===== config.mk =====
export PLATFORM = sky130hd
export DESIGN_NAME = fifo_wr_arbiter_flat
export DESIGN_NICKNAME = d
export VERILOG_FILES = /design/src/rtl/fifo_wr_arbiter_if.sv /design/src/rtl/fifo_wr_arbiter.sv /design/src/flat_wrapper.sv
export SDC_FILE = /design/constraint.sdc
export NUM_CORES = 1
export LEC_CHECK = 0
export CAP_MARGIN = 15
export CORE_AREA = 5 5 69 71
export CTS_CLUSTER_SIZE = 28
export DETAILED_ROUTE_END_ITERATION = 10
export DIE_AREA = 0 0 74 76
export PLACE_DENSITY = 0.84
export SLEW_MARGIN = 10
export SYNTH_ARGS = -nofsm -noshare
export SYNTH_HDL_FRONTEND = slang
export SYNTH_SLANG_ARGS = --single-unit

===== constraint.sdc =====
create_clock -name wclk -period 2.37 [get_ports wclk]
set_clock_uncertainty 0.05 [all_clocks]
set_input_delay 0.711 -clock wclk [delete_from_list [all_inputs] [get_ports wclk]]
set_output_delay 0.711 -clock wclk [all_outputs]
set_load 0.005 [all_outputs]

===== src/rtl/fifo_wr_arbiter_if.sv =====
// fifo_wr_arbiter_if
// Purpose: bundles the requester-side burst handshake and the FIFO write-port
//          signals of the async-FIFO write arbiter into one port.
// Signals:
//   req        requester -> arb   per-requester burst request (level)
//   req_len    requester -> arb   per-requester burst length, slice i at [i*LEN_WIDTH +: LEN_WIDTH]
//   req_valid  requester -> arb   per-requester data word valid
//   req_data   requester -> arb   per-requester data word, slice i at [i*DATA_WIDTH +: DATA_WIDTH]
//   req_ready  arb -> requester   word accepted this cycle when ANDed with req_valid
//   gnt        arb -> requester   one-hot burst owner (registered)
//   full       fifo -> arb        write-side FIFO full flag
//   winc       arb -> fifo        write increment
//   wdata      arb -> fifo        write data, valid when winc=1
//   busy       arb -> observer    a burst is owned
//   burst_done arb -> observer    one-cycle pulse after the final word of a burst
// Modports: master = requesters + FIFO write-pointer side, slave = arbiter.
interface fifo_wr_arbiter_if #(
  parameter int NREQ       = 2,
  parameter int DATA_WIDTH = 32,
  parameter int LEN_WIDTH  = 4
);
  logic [NREQ-1:0]            req;
  logic [NREQ*LEN_WIDTH-1:0]  req_len;
  logic [NREQ-1:0]            req_valid;
  logic [NREQ*DATA_WIDTH-1:0] req_data;
  logic [NREQ-1:0]            req_ready;
  logic [NREQ-1:0]            gnt;
  logic                       full;
  logic                       winc;
  logic [DATA_WIDTH-1:0]      wdata;
  logic                       busy;
  logic                       burst_done;

  modport master (
    output req, req_len, req_valid, req_data, full,
    input  req_ready, gnt, winc, wdata, busy, burst_done
  );

  modport slave (
    input  req, req_len, req_valid, req_data, full,
    output req_ready, gnt, winc, wdata, busy, burst_done
  );
endinterface


===== src/rtl/fifo_wr_arbiter.sv =====
// fifo_wr_arbiter
// Purpose: round-robin arbiter that lets NREQ requesters share the write port
//          of an async FIFO in bursts. A requester with req=1 and a non-zero
//          req_len is granted the port, and exactly req_len words are then
//          written (stalling while full=1) before the port is re-arbitrated.
// Ports:
//   wclk    single clock, all logic on the rising edge
//   w_nrst  synchronous active-low reset
//   bus     fifo_wr_arbiter_if.slave (requests, data, FIFO write port, status)
// Parameters: NREQ (2..8), DATA_WIDTH, LEN_WIDTH (max burst 2^LEN_WIDTH-1).
module fifo_wr_arbiter #(
  parameter int NREQ       = 2,
  parameter int DATA_WIDTH = 32,
  parameter int LEN_WIDTH  = 4
) (
  input  logic               wclk,
  input  logic               w_nrst,
  fifo_wr_arbiter_if.slave   bus
);
  localparam int IDX_W = (NREQ > 1) ? $clog2(NREQ) : 1;

  typedef enum logic {IDLE, XFER} state_t;

  state_t               state, state_n;
  logic [NREQ-1:0]      gnt_q, gnt_n;
  logic [IDX_W-1:0]     gidx_q, gidx_n;
  logic [IDX_W-1:0]     rr_ptr, rr_ptr_n;
  logic [LEN_WIDTH-1:0] cnt_q, cnt_n;
  logic                 done_q, done_n;

  logic [NREQ-1:0]      eligible;
  logic                 sel_found;
  logic [IDX_W-1:0]     sel_idx;
  logic [IDX_W-1:0]     cand;
  logic                 winc_c;
  logic [NREQ-1:0]      ready_c;

  // Zero-length requests are never eligible, so they can never be granted.
  always_comb begin
    eligible = '0;
    for (int i = 0; i < NREQ; i++) begin
      eligible[i] = bus.req[i] && (bus.req_len[i*LEN_WIDTH +: LEN_WIDTH] != '0);
    end
  end

  // First eligible index found searching upward from rr_ptr, modulo NREQ
  // (NREQ need not be a power of two, hence the explicit modulo).
  always_comb begin
    sel_found = 1'b0;
    sel_idx   = '0;
    cand      = '0;
    for (int k = 0; k < NREQ; k++) begin
      cand = IDX_W'((int'(rr_ptr) + k) % NREQ);
      if (!sel_found && eligible[cand]) begin
        sel_found = 1'b1;
        sel_idx   = cand;
      end
    end
  end

  // Next-state and output decode. Selecting in IDLE while burst_done is high
  // is allowed: the grant only becomes visible a cycle later, which gives the
  // single idle cycle between back-to-back bursts.
  always_comb begin
    state_n  = state;
    gnt_n    = gnt_q;
    gidx_n   = gidx_q;
    cnt_n    = cnt_q;
    rr_ptr_n = rr_ptr;
    done_n   = 1'b0;
    winc_c   = 1'b0;
    ready_c  = '0;
    case (state)
      IDLE: begin
        if (sel_found) begin
          state_n        = XFER;
          gnt_n          = '0;
          gnt_n[sel_idx] = 1'b1;
          gidx_n         = sel_idx;
          cnt_n          = bus.req_len[sel_idx*LEN_WIDTH +: LEN_WIDTH];
        end
      end
      XFER: begin
        ready_c[gidx_q] = !bus.full;
        // The counter guard keeps the counter from ever wrapping below zero.
        winc_c = bus.req_valid[gidx_q] && !bus.full && (cnt_q != '0);
        if (winc_c) begin
          cnt_n = cnt_q - 1'b1;
          if (cnt_q == LEN_WIDTH'(1)) begin
            state_n  = IDLE;
            gnt_n    = '0;
            done_n   = 1'b1;
            rr_ptr_n = (int'(gidx_q) == NREQ - 1) ? '0 : gidx_q + 1'b1;
          end
        end
      end
      default: state_n = IDLE;
    endcase
  end

  always_ff @(posedge wclk) begin
    if (!w_nrst) begin
      state  <= IDLE;
      gnt_q  <= '0;
      gidx_q <= '0;
      cnt_q  <= '0;
      rr_ptr <= '0;
      done_q <= 1'b0;
    end else begin
      state  <= state_n;
      gnt_q  <= gnt_n;
      gidx_q <= gidx_n;
      cnt_q  <= cnt_n;
      rr_ptr <= rr_ptr_n;
      done_q <= done_n;
    end
  end

  assign bus.req_ready  = ready_c;
  assign bus.winc       = winc_c;
  // Forced to zero outside a burst so a non-owner's data never shows up here.
  assign bus.wdata      = (state == XFER) ? bus.req_data[gidx_q*DATA_WIDTH +: DATA_WIDTH]
                                          : '0;
  assign bus.gnt        = gnt_q;
  assign bus.busy       = (state == XFER);
  assign bus.burst_done = done_q;
endmodule


===== src/flat_wrapper.sv =====
// flat-port wrapper written by rule: the top's interface ports become plain ports
module fifo_wr_arbiter_flat 
#(
  parameter int NREQ       = 2,
  parameter int DATA_WIDTH = 32,
  parameter int LEN_WIDTH  = 4
)
  (wclk, w_nrst, bus_req, bus_req_len, bus_req_valid, bus_req_data, bus_full, bus_req_ready, bus_gnt, bus_winc, bus_wdata, bus_busy, bus_burst_done);
  fifo_wr_arbiter_if #(.NREQ(NREQ), .DATA_WIDTH(DATA_WIDTH), .LEN_WIDTH(LEN_WIDTH)) bus_i ();
  input  logic wclk;
  input  logic w_nrst;
  input wire logic [$bits(bus_i.req)-1:0] bus_req;
  input wire logic [$bits(bus_i.req_len)-1:0] bus_req_len;
  input wire logic [$bits(bus_i.req_valid)-1:0] bus_req_valid;
  input wire logic [$bits(bus_i.req_data)-1:0] bus_req_data;
  input wire logic [$bits(bus_i.full)-1:0] bus_full;
  output wire logic [$bits(bus_i.req_ready)-1:0] bus_req_ready;
  output wire logic [$bits(bus_i.gnt)-1:0] bus_gnt;
  output wire logic [$bits(bus_i.winc)-1:0] bus_winc;
  output wire logic [$bits(bus_i.wdata)-1:0] bus_wdata;
  output wire logic [$bits(bus_i.busy)-1:0] bus_busy;
  output wire logic [$bits(bus_i.burst_done)-1:0] bus_burst_done;
  assign bus_i.req = bus_req;
  assign bus_i.req_len = bus_req_len;
  assign bus_i.req_valid = bus_req_valid;
  assign bus_i.req_data = bus_req_data;
  assign bus_i.full = bus_full;
  assign bus_req_ready = bus_i.req_ready;
  assign bus_gnt = bus_i.gnt;
  assign bus_winc = bus_i.winc;
  assign bus_wdata = bus_i.wdata;
  assign bus_busy = bus_i.busy;
  assign bus_burst_done = bus_i.burst_done;
  fifo_wr_arbiter #(.NREQ(NREQ), .DATA_WIDTH(DATA_WIDTH), .LEN_WIDTH(LEN_WIDTH)) u_core (.wclk(wclk), .w_nrst(w_nrst), .bus(bus_i));
endmodule

After elaboration in Yosys (flattened, before gate mapping)
Cells that the tools add are included.

word-level totals
  bits in latches = 0
  register bits = 10
  output and inout bits = 39
  input port bits = 79
  word-level logic and storage cells = 70
  ROM bits = 0
  memories = 0
  RAM bits = 0

operators by class
  $mul = 0
  bitwise gates (word level) = 2
  reduce and logical (&&, ||, !) cells = 17
  shift operators = 2
  order comparisons = 6
  multiplexer cells = 30
  div/mod/pow operators = 0
  $add $sub $neg = 3
  equal/unequal tests = 4

operators by type and width
  cell                                                                      number
  64-bit by 7-bit variable part select with 32-bit output                   1
  32-bit two-way mux                                                        1
  1-bit two-way mux                                                         18
  4-bit nonzero test                                                        3
  3-bit AND reduction                                                       3
  1-bit by 2-bit < comparator with 1-bit output (second input constant)     4
  2-bit two-way mux                                                         4
  4-bit two-way mux                                                         2
  4-bit one-hot mux with 2 select lines                                     1
  8-bit by 4-bit variable part select with 4-bit output                     1
  1-bit logical AND                                                         7
  4-bit by 1-bit == test with 1-bit output (second input constant)          1
  2-bit inequality test (second input constant)                             2
  2-bit one-hot mux with 2 select lines                                     1
  2-bit AND reduction                                                       2
  4-bit by 1-bit subtractor with 4-bit output (second input constant)       1
  1-bit adder (second input constant)                                       2
  2-bit AND                                                                 1
  1-bit demux with 1-bit select                                             2
  1-bit >= comparator (second input constant)                               2
  1-bit logical NOT                                                         2
  2-bit by 1-bit inequality test with 1-bit output (second input constant)  1
  1-bit one-hot mux with 2 select lines                                     1
  1-bit inverter                                                            1

Logic depth before layout (Yosys ltp)
  depth after elaboration = 14
  gate-level depth with buffers = 6
  depth with buffers taken out = 6

Least setup slack after synthesis
Ideal clock, no wire load.

  kind = input -> register
  from = input port bus_req_len[2]
  to = register u_core.cnt_q[3]
  data required time = 2201 ps
  stages = 4
  path buffers = 0
  library setup time = 119 ps
  arrival time = 1786 ps
  path slack = 415 ps
  path through = o41ai_4 -> o211ai_2 -> a32o_1 -> o221a_1

on the way
  word-level cells in the longest chain between the ends = 11
  elaborated cells on any way between the ends = 17
  those cells by class = 1 x eq/ne; 1 x shift; 10 x mux; 5 x reduce/logical

ends and longest elaborated chain
  what                                                   RTL line                RTL
  from (decl)                                            flat_wrapper.sv:13      input wire logic [$bits(bus_i.req_len)-1:0] bus_req_len;
  4-bit nonzero test (*)                                 fifo_wr_arbiter.sv:42   eligible[i] = bus.req[i] && (bus.req_len[i*LEN_WIDTH +: LEN_WIDTH] != '0);
  1-bit logical AND (*)                                  fifo_wr_arbiter.sv:42
  1-bit two-way mux (not written as such) (2 in series)  fifo_wr_arbiter.sv:54   if (!sel_found && eligible[cand]) begin
  1-bit two-way mux                                      fifo_wr_arbiter.sv:54
  1-bit logical NOT                                      fifo_wr_arbiter.sv:54
  1-bit logical AND                                      fifo_wr_arbiter.sv:54
  1-bit two-way mux                                      fifo_wr_arbiter.sv:54
  8-bit by 4-bit variable part select with 4-bit output  fifo_wr_arbiter.sv:80   cnt_n = bus.req_len[sel_idx*LEN_WIDTH +: LEN_WIDTH];
  4-bit two-way mux                                      fifo_wr_arbiter.sv:75   if (sel_found) begin
  4-bit one-hot mux with 2 select lines                  fifo_wr_arbiter.sv:73   case (state)
  to (signal assigned)                                   fifo_wr_arbiter.sv:113  cnt_q <= cnt_n;
  to (decl)                                              fifo_wr_arbiter.sv:28   logic [LEN_WIDTH-1:0] cnt_q, cnt_n;

Every way passes the cells marked *; elsewhere a longest branch is shown, timed or not. The select of a mux whose other input is x is not followed.
A chain may end at the register's enable or synchronous reset.

Worst setup path in the final report
  from = input port bus_req_data[33]
  to = output port bus_wdata[1]

on the way
  word-level cells in the longest chain between the ends = 2

ends and longest elaborated chain
  what                                                     RTL line                RTL
  from (decl)                                              flat_wrapper.sv:15      input wire logic [$bits(bus_i.req_data)-1:0] bus_req_data;
  64-bit by 7-bit variable part select with 32-bit output  fifo_wr_arbiter.sv:122  assign bus.wdata = (state == XFER) ? bus.req_data[gidx_q*DATA_WIDTH +: DATA_WIDTH]
  32-bit two-way mux                                       fifo_wr_arbiter.sv:122
  to (decl)                                                flat_wrapper.sv:20      output wire logic [$bits(bus_i.wdata)-1:0] bus_wdata;

No other way between the ends.

==> impl_metrics.tcl <==
set metrics [dict create \
    status "complete, no violations" \
    synth_edf_count 0 \
    hp-class "flip-flop to flip-flop" \
    slew_violations 0 \
    drt_iter0_drc 49 \
    rr_endpoint "u_core.cnt_q[3]$_SDFFE_PN0P_" \
    synth-warning-count 0 \
    dp_cells 316 \
    syn_area_mm2 0.00109 \
    fmax_mhz 425 \
    clk_pin_slew_ns 0.05 \
    finalHoldViolations 0 \
    syn_inst 141 \
    nets 353 \
    drc 0 \
    totalWireLength_um 4950 \
    synth_cell_types 35 \
    wl_per_cell_um 15.4 \
    highest-signal-layer "met4" \
    die_w_um 74 \
    cts_tree "built" \
    whs_path_depth 2 \
    grt_max_degree 34 \
    cts_sinks 10 \
    clk_path_buf_depth 2 \
    final_cells 322 \
    cts_buffers 3 \
    grt_pass1_vias 1589 \
    vdd_drop_max_mv 0.236 \
    wl_met1_um 1910 \
    synth-seq-cells 10 \
    avgSynthCellArea_um2 7.72 \
    power_mw 0.782 \
    drt.antenna.violating_nets 0 \
    timing.hold.ws_ns 0.421 \
    rsz0062_at_grt "false" \
    grtUsageTotal_pct 17.3 \
    drt-pass1-iter-count 4 \
    start_util_pct 26.1 \
    slew_headroom_pct 71.5 \
    dieArea_mm2 0.00562 \
    port_buffers 117 \
    area_growth_pct 122 \
    syn-num-nets 222 \
    cts-root-buf "clkbuf_8" \
    io-pin-count 118 \
    wl_met2_um 2600 \
    gp_congestion 0.883 \
    layout_common_cells "clkdlybuf4s50_1, nor2_1, mux2i_1" \
    r2r_cells 7 \
    maxCapViolations 0 \
    worstPathArrival_ns 1.59 \
    core_mm2 0.00417 \
    dp_hpwl_um 4130 \
    required_ns 1.61 \
    finalCriticalPeriod_ns 2.35 \
    crit_type "input pin to output port" \
    cp-start-kind "input pin" \
    power_density_mw_per_mm2 323 \
    finalSetupViolCount 0 \
    ys.flop_type "dfxtp_1" \
    hold_path_end "u_core.bus.gnt[1]$_SDFFE_PN0P_" \
    end_kind "output port" \
    worstMarginPinSlew_ns 0.427 \
    r2r_slack_ns 0.66 \
    worstHoldStart "u_core.bus.gnt[1]$_SDFFE_PN0P_" \
    insertion_delay_ns 0.23 \
    r2r-start "u_core.cnt_q[0]$_SDFFE_PN0P_" \
    fin_util_pct 57.9 \
    final_common_cell "clkdlybuf4s50_1" \
    die_h_um 76 \
    antenna_found_initial 0 \
    routed-wl-met3_um 333 \
    p_leak_nw 1.05 \
    finalCritPeriodShare_pct 99.3 \
    crit_fanout 1 \
    rows 24 \
    layout-drive-gt1-share_pct 15.6 \
    antenna_cells 0 \
    cts_max_level 1 \
    viasPerCell 4.77 \
    grt_pass1_wl_um 7710 \
    hold_buffers 0 \
    overflow 0 \
    async_flop_share_pct 0 \
    seq_area_frac_synth_pct 18.4 \
    vias 1536 \
]
## kinds of logic (layout without fill, tap and decap cells)
family | count (synthesis) | after routing | synth area share, %
and+or+nand+nor | 58 | 58 | 24.0
muxes | 34 | 34 | 31.4
AOI/OAI and AO/OA | 20 | 20 | 16.4
buffers and inverters | 15 | 144 | 5.86
DFF | 10 | 10 | 18.4
adders and majority gates | 2 | 2 | 2.30
xor gates and xnor gates | 2 | 2 | 1.61
## cell usage after synthesis (2+ instances only)
| cell type | count | area [um2] |
|---|---|---|
| nor2_1 | 34 | 128 |
| nand2b_1 | 2 | 12.5 |
| a311oi_1 | 3 | 26.3 |
| buf_2 | 3 | 15.0 |
| o21ai_0 | 2 | 10.0 |
| nor3_1 | 6 | 30.0 |
| inv_1 | 6 | 22.5 |
| nand3b_1 | 3 | 22.5 |
| clkbuf_1 | 3 | 11.3 |
| ha_1 | 2 | 25.0 |
| nand2_1 | 4 | 15.0 |
| dfxtp_1 | 10 | 200 |
| nand3_1 | 5 | 25.0 |
| a21oi_1 | 4 | 20.0 |
| mux2i_1 | 33 | 330 |
| xnor2_1 | 2 | 17.5 |
## metal layers
layer | global-route usage, % | vias up
met5 | 0 | -
met4 | 6.70 | 0
met3 | 4.09 | 10
met2 | 30.3 | 60
met1 | 19.7 | 701
li1 | - | 765
## per-stage QoR
stage | TNS [ns] | worst slack (ns) | cell area [um2]
finish | 0 | 0.0163 | 2420
global route | 0 | 0.00407 | 2420
CTS | -0.157 | -0.157 | 2430
detailed placement | -9.33 | -0.492 | 2420
global placement | -8.59 | -0.476 | 2420
floorplan | 0 | 0.415 | 1090
## state kept, by name, summed over array words and instances, names as in the netlist
register	cells
u_core.bus.gnt	2
u_core.cnt_q	4
u_core.gidx_q	1
u_core.bus.burst_done	1
u_core.bus.busy	1
u_core.rr_ptr	1
## how the worst max path moves through the flow
stage / startpoint / endpoint / slack (ns) / depth (start not counted)
global route: bus_req_data[61] / bus_wdata[29] / 0.004 / 4
global placement: bus_full / bus_winc / -0.48 / 4
CTS: bus_req_valid[1] / bus_winc / -0.16 / 4
detailed placement: bus_full / bus_winc / -0.49 / 4
finish: bus_req_data[33] / bus_wdata[1] / 0.02 / 4
floorplan: bus_req_len[2] / u_core.cnt_q[3]$_SDFFE_PN0P_ / 0.42 / 4
## power breakdown
| part | switching [mW] | internal (mW) | total [mW] | leakage, nW |
|---|---|---|---|---|
| clock network | 0.0643 | 0.111 | 0.175 | 0.0216 |
| registers | 0.0136 | 0.182 | 0.196 | 0.0828 |
| logic | 0.154 | 0.258 | 0.411 | 0.941 |
## worst max-delay path: stages
cell,delay (ns)
clkdlybuf4s50_1,0.47
mux2i_1,0.07
nor2_1,0.11
clkdlybuf4s15_1,0.23
## area by class of cell
type | instances | area, um2
inverter | 7 | 26.3
multi-input combinational | 116 | 836
clock buffer | 3 | 41.3
tap | 52 | 65.1
timing repair buffer | 134 | 1250
fill | 379 | 1760
sequential | 10 | 201
## what timing repair did
| item | CTS | global route |
|---|---|---|
| setup endpoints to repair | 35 | 24 |
| setup buffers | 1 | 2 |
| resized for setup | 46 | 35 |
| pin swaps | 1 | 2 |
Power figures use the tool's default switching activity.
